File: src/rtl/sync_pattern_serializer.sv
// Purpose : serialises parallel payload words into frames of
//           {sync pattern, payload MSB first, guard zeros}.
// Latency : first sync bit appears on stream_out 1 cycle after the accept edge.
// Backpr. : in_ready only while idle; at least one idle cycle separates frames.
// Ports   : clk/rst (async, active-high); in_valid/in_ready/in_data word handshake;
//           stream_out serial bit; busy, sync_done, frame_done status pulses;
//           frame_count counts completed frames and wraps.
module sync_pattern_serializer #(
  parameter int                  DATA_WIDTH   = 8,
  parameter int                  SYNC_LEN     = 5,
  parameter logic [SYNC_LEN-1:0] SYNC_PATTERN = 5'b11010,
  parameter int                  GUARD_BITS   = 1,
  parameter int                  CNT_WIDTH    = 16
) (
  input  logic                  clk,
  input  logic                  rst,
  input  logic                  in_valid,
  input  logic [DATA_WIDTH-1:0] in_data,
  output logic                  in_ready,
  output logic                  stream_out,
  output logic                  busy,
  output logic                  sync_done,
  output logic                  frame_done,
  output logic [CNT_WIDTH-1:0]  frame_count
);

  // Bit counter must index the longest of the three frame sections.
  localparam int MAXL1 = (SYNC_LEN > DATA_WIDTH) ? SYNC_LEN : DATA_WIDTH;
  localparam int MAXL  = (MAXL1 > GUARD_BITS) ? MAXL1 : GUARD_BITS;
  localparam int CW    = (MAXL > 1) ? $clog2(MAXL + 1) : 1;

  typedef enum logic [1:0] {S_IDLE, S_SYNC, S_DATA, S_GUARD} state_t;

  state_t                r_state;
  logic [CW-1:0]         r_cnt;       // index of the bit currently on stream_out
  logic [SYNC_LEN-1:0]   r_sync;      // remaining sync bits, next one at MSB
  logic [DATA_WIDTH-1:0] r_shift;     // remaining payload bits, next one at MSB
  logic                  r_stream;
  logic                  r_busy;
  logic                  r_sync_done;
  logic                  r_frame_done;
  logic [CNT_WIDTH-1:0]  r_frame_count;

  logic w_accept;

  assign in_ready    = (r_state == S_IDLE);
  assign w_accept    = in_valid && in_ready;
  assign stream_out  = r_stream;
  assign busy        = r_busy;
  assign sync_done   = r_sync_done;
  assign frame_done  = r_frame_done;
  assign frame_count = r_frame_count;

  // Every output register is loaded with the value of the bit that will be on
  // the wire during the next cycle, so pulses line up with stream_out.
  always_ff @(posedge clk or posedge rst) begin
    if (rst) begin
      r_state       <= S_IDLE;
      r_cnt         <= '0;
      r_sync        <= '0;
      r_shift       <= '0;
      r_stream      <= 1'b0;
      r_busy        <= 1'b0;
      r_sync_done   <= 1'b0;
      r_frame_done  <= 1'b0;
      r_frame_count <= '0;
    end else begin
      // frame_done marks the final frame bit; the count moves as it ends.
      if (r_frame_done) r_frame_count <= r_frame_count + CNT_WIDTH'(1);

      case (r_state)
        S_IDLE: begin
          r_stream     <= 1'b0;
          r_busy       <= 1'b0;
          r_sync_done  <= 1'b0;
          r_frame_done <= 1'b0;
          if (w_accept) begin
            r_state     <= S_SYNC;
            r_cnt       <= '0;
            r_shift     <= in_data;
            r_stream    <= SYNC_PATTERN[SYNC_LEN-1];
            r_sync      <= SYNC_PATTERN << 1;
            r_busy      <= 1'b1;
            r_sync_done <= (SYNC_LEN == 1);
          end
        end

        S_SYNC: begin
          if (int'(r_cnt) == SYNC_LEN - 1) begin
            r_state      <= S_DATA;
            r_cnt        <= '0;
            r_stream     <= r_shift[DATA_WIDTH-1];
            r_shift      <= r_shift << 1;
            r_sync_done  <= 1'b0;
            r_frame_done <= (DATA_WIDTH == 1) && (GUARD_BITS == 0);
          end else begin
            r_cnt       <= r_cnt + CW'(1);
            r_stream    <= r_sync[SYNC_LEN-1];
            r_sync      <= r_sync << 1;
            r_sync_done <= (int'(r_cnt) + 1 == SYNC_LEN - 1);
          end
        end

        S_DATA: begin
          if (int'(r_cnt) == DATA_WIDTH - 1) begin
            r_cnt    <= '0;
            r_stream <= 1'b0;
            if (GUARD_BITS > 0) begin
              r_state      <= S_GUARD;
              r_frame_done <= (GUARD_BITS == 1);
            end else begin
              r_state      <= S_IDLE;
              r_busy       <= 1'b0;
              r_frame_done <= 1'b0;
            end
          end else begin
            r_cnt        <= r_cnt + CW'(1);
            r_stream     <= r_shift[DATA_WIDTH-1];
            r_shift      <= r_shift << 1;
            r_frame_done <= (GUARD_BITS == 0) && (int'(r_cnt) + 1 == DATA_WIDTH - 1);
          end
        end

        S_GUARD: begin
          r_stream <= 1'b0;
          if (int'(r_cnt) == GUARD_BITS - 1) begin
            r_state      <= S_IDLE;
            r_cnt        <= '0;
            r_busy       <= 1'b0;
            r_frame_done <= 1'b0;
          end else begin
            r_cnt        <= r_cnt + CW'(1);
            r_frame_done <= (int'(r_cnt) + 1 == GUARD_BITS - 1);
          end
        end

        default: begin
          r_state  <= S_IDLE;
          r_stream <= 1'b0;
          r_busy   <= 1'b0;
        end
      endcase
    end
  end

endmodule

File: config.mk
export PLATFORM = sky130hd
export DESIGN_NAME = sync_pattern_serializer
export DESIGN_NICKNAME = d
export VERILOG_FILES = /design/src/rtl/sync_pattern_serializer.sv
export SDC_FILE = /design/constraint.sdc
export NUM_CORES = 1
export LEC_CHECK = 0
export CORE_ASPECT_RATIO = 0.6
export CORE_MARGIN = 2
export CORE_UTILIZATION = 59
export CTS_BUF_LIST = sky130_fd_sc_hd__clkbuf_2 sky130_fd_sc_hd__clkbuf_4 sky130_fd_sc_hd__clkbuf_8
export CTS_CLUSTER_DIAMETER = 120
export DETAILED_ROUTE_END_ITERATION = 8
export HOLD_SLACK_MARGIN = 0.15
export PLACE_DENSITY_LB_ADDON = 0.25
export SLEW_MARGIN = 15
export SYNTH_ARGS = -nofsm -noshare
export SYNTH_HDL_FRONTEND = slang
export SYNTH_SLANG_ARGS = --single-unit
export TNS_END_PERCENT = 100
File: constraint.sdc
create_clock -name clk -period 2.99 [get_ports clk]
set_input_delay 0.897 -clock clk [delete_from_list [all_inputs] [get_ports clk]]
set_output_delay 0.897 -clock clk [all_outputs]
set_load 0.03 [all_outputs]
==> reports/metrics.cfg <==
[clock_network]
htree_levels = 2
hold_buffers = 0
clockRootBuffer = clkbuf_8
post-cts-setup-buffers = 0
path_clk_slew_ns = 0.07
cts.path.max_buffers = 2
cts_buffers = 5
cts_tree = built
post_cts_resized = 0
cts_sinks = 37
worstSkewPairLatency_ns = 0.28

[sta]
rsz0062_at_grt = false
finalMaxSlewViolations = 0
finalSetupViolCount = 0
tns_ns = 0
worst_pin_slew_ns = 0.530
clock_skew_ns = 0.00306
hold_viol = 0
whs_ns = 0.488
period_needed_ns = 2.88
max_freq_ghz = 0.347
post-route-period-util_pct = 96.3
maxSlewHeadroom_pct = 64.6

[layout]
fillers = 228
nNetsFinal = 236
final_common_cell = dfrtp_1
syn_to_final_growth_pct = 22.5
final_cell_mix = dfrtp_1, clkdlybuf4s50_1, nor2_1
diodes = 0
fin_cells = 262
drive_above_1_share_pct = 8.29

[yosys]
synth_area_per_cell_sq_um = 10.6
yosys_most_used_dff = dfrtp_1
synth-seq-area-share_pct = 47.7
synth_area_sq_um = 1940
ys_ff_latch = 37
yosys_warnings = 0
synth_edf_count = 0
syn_inst = 183
synth_cell_types = 46
synth-async-reset-ratio_pct = 100
synth_nets = 202

[worst_setup_path]
worstPathRequired_ns = 2.09
cp-startpoint = r_state[0]
critPathKind = reg -> out
path_max_fanout = 13
rrSetupSlack_ns = 0.79
r2r-start = r_state[1]
cp-start-kind = register
r2r.worst_path.cells = 7
end_kind = primary output
crit_arrival_ns = 1.98
timing.rr.end = r_state[1]

[floorplan]
rows = 16
start_util_pct = 60.5
die_h_microns = 48.4
dieArea_sq_um = 3780
io-pin-count = 32
die_x_microns = 78.0
core_area_sq_um = 3200

[detailed_routing]
via_count = 1508
via_per_inst = 5.76
drt_iter0_drc = 185
route.detailed.drc = 0
wl_per_cell_microns = 15.4
dr.pass1.iters = 4
ant_nets = 0
wirelength_microns = 4040

[grt]
grt_pass1_wl_microns = 7040
antenna_found_initial = 0
grt_pass1_vias = 1467
grt_max_degree = 38
grt.overflow.total = 0
grtUsageTotal_pct = 24.2

[place]
dp_cells = 255
place_congestion = 0.921
io_buffers = 31
dp_hpwl_microns = 3010

[min_path]
whs_endpoint = frame_count[15]
min_path_cells = 1
min_path_type = reg -> reg
hp-start = frame_count[15]

[power]
leakage_nw = 1.06
power_mw = 2.31
peakVddDrop_v = 0.000782
p_per_area_nw_per_um2 = 971

[outcome]
outcome = complete, no violations

[job]
maxCapViolations = 0

[where the power goes]
group | leakage (nW) | switching, mW | total [mW] | internal (mW)
clock network | 0.0477 | 0.166 | 0.358 | 0.192
logic | 0.541 | 0.642 | 1.14 | 0.501
registers | 0.472 | 0.148 | 0.805 | 0.657
[critical path, stage by stage (launching register included)]
cell	delay, ns
dfrtp_1	0.42
inv_1	0.10
ha_1	0.42
clkdlybuf4s50_1	0.76
[layer usage]
metal	share of wire, %	GRT usage [%]	wire [microns]
met5	0	0	0
met3	8.6	7.46	349
met4	1.1	7.60	46
met1	44	34.2	1780
met2	46	36.4	1860
[sequential cells by signal, summed over array words and instances (netlist names)]
| name | cells |
|---|---|
| busy | 1 |
| frame_count | 16 |
| frame_done | 1 |
| r_cnt | 4 |
| r_shift | 8 |
| r_state | 2 |
| r_sync | 3 |
| stream_out | 1 |
| sync_done | 1 |
[metrics by stage]
| step | setup WS [ns] | area (sq um) | util (%) |
|---|---|---|---|
| 2_1_floorplan | 1.14 | 1940 | - |
| 3_3_place_gp | 0.477 | 2290 | 71.4 |
| 3_5_place_dp | 0.428 | 2290 | 71.4 |
| 4_1_cts | 0.101 | 2380 | 74.2 |
| 5_1_grt | 0.0116 | 2380 | 74.2 |
| 6_report | 0.109 | 2380 | 74.2 |
[cell type report]
class	instances	area, sq um	area share (%)
Sequential cell	37	926	39.0
Clock buffer	7	90.1	3.79
Timing Repair Buffer	34	333	14.0
Tap cell	45	56.3	2.37
Inverter	11	41.3	1.74
Multi-Input combinational cell	128	930	39.1
[logic make-up (layout without fill, tap and decap cells)]
group | Yosys count | count (layout) | share of synthesized area [%]
AO/OA/AOI/OAI | 34 | 34 | 12.7
XOR/XNOR | 16 | 16 | 7.23
adder cells (fa/ha/maj) | 8 | 8 | 5.16
buffers and inverters | 18 | 52 | 4.32
flip-flops | 37 | 37 | 47.7
multiplexers | 10 | 10 | 5.29
AND/OR/NAND/NOR | 60 | 60 | 17.5
[Yosys cell counts, types with 2 or more instances]
master	n	area (sq um)
dfrtp_1	37	926
nor2_1	14	52.6
nand2_1	12	45.0
inv_1	11	41.3
xnor2_1	11	96.3
a21oi_1	9	45.0
ha_1	8	100
mux2i_1	8	80.1
o21ai_0	8	40.0
nand3_1	6	30.0
nand4_1	6	37.5
xor2_1	5	43.8
and2_1	4	25.0
and4_1	3	26.3
clkbuf_1	3	11.3
nor2b_1	3	18.8
a21oi_2	2	17.5
buf_6	2	22.5
mux2_2	2	22.5
nand3b_1	2	15.0
nor3_1	2	10.0
[worst max-delay path by stage]
stage	slack, ns	endpoint
CTS	0.10	in_ready
global placement	0.48	in_ready
detailed placement	0.43	in_ready
finish	0.11	in_ready
floorplan	1.14	r_shift[1]
global route	0.01	in_ready
Power figures use the tool's default switching activity.
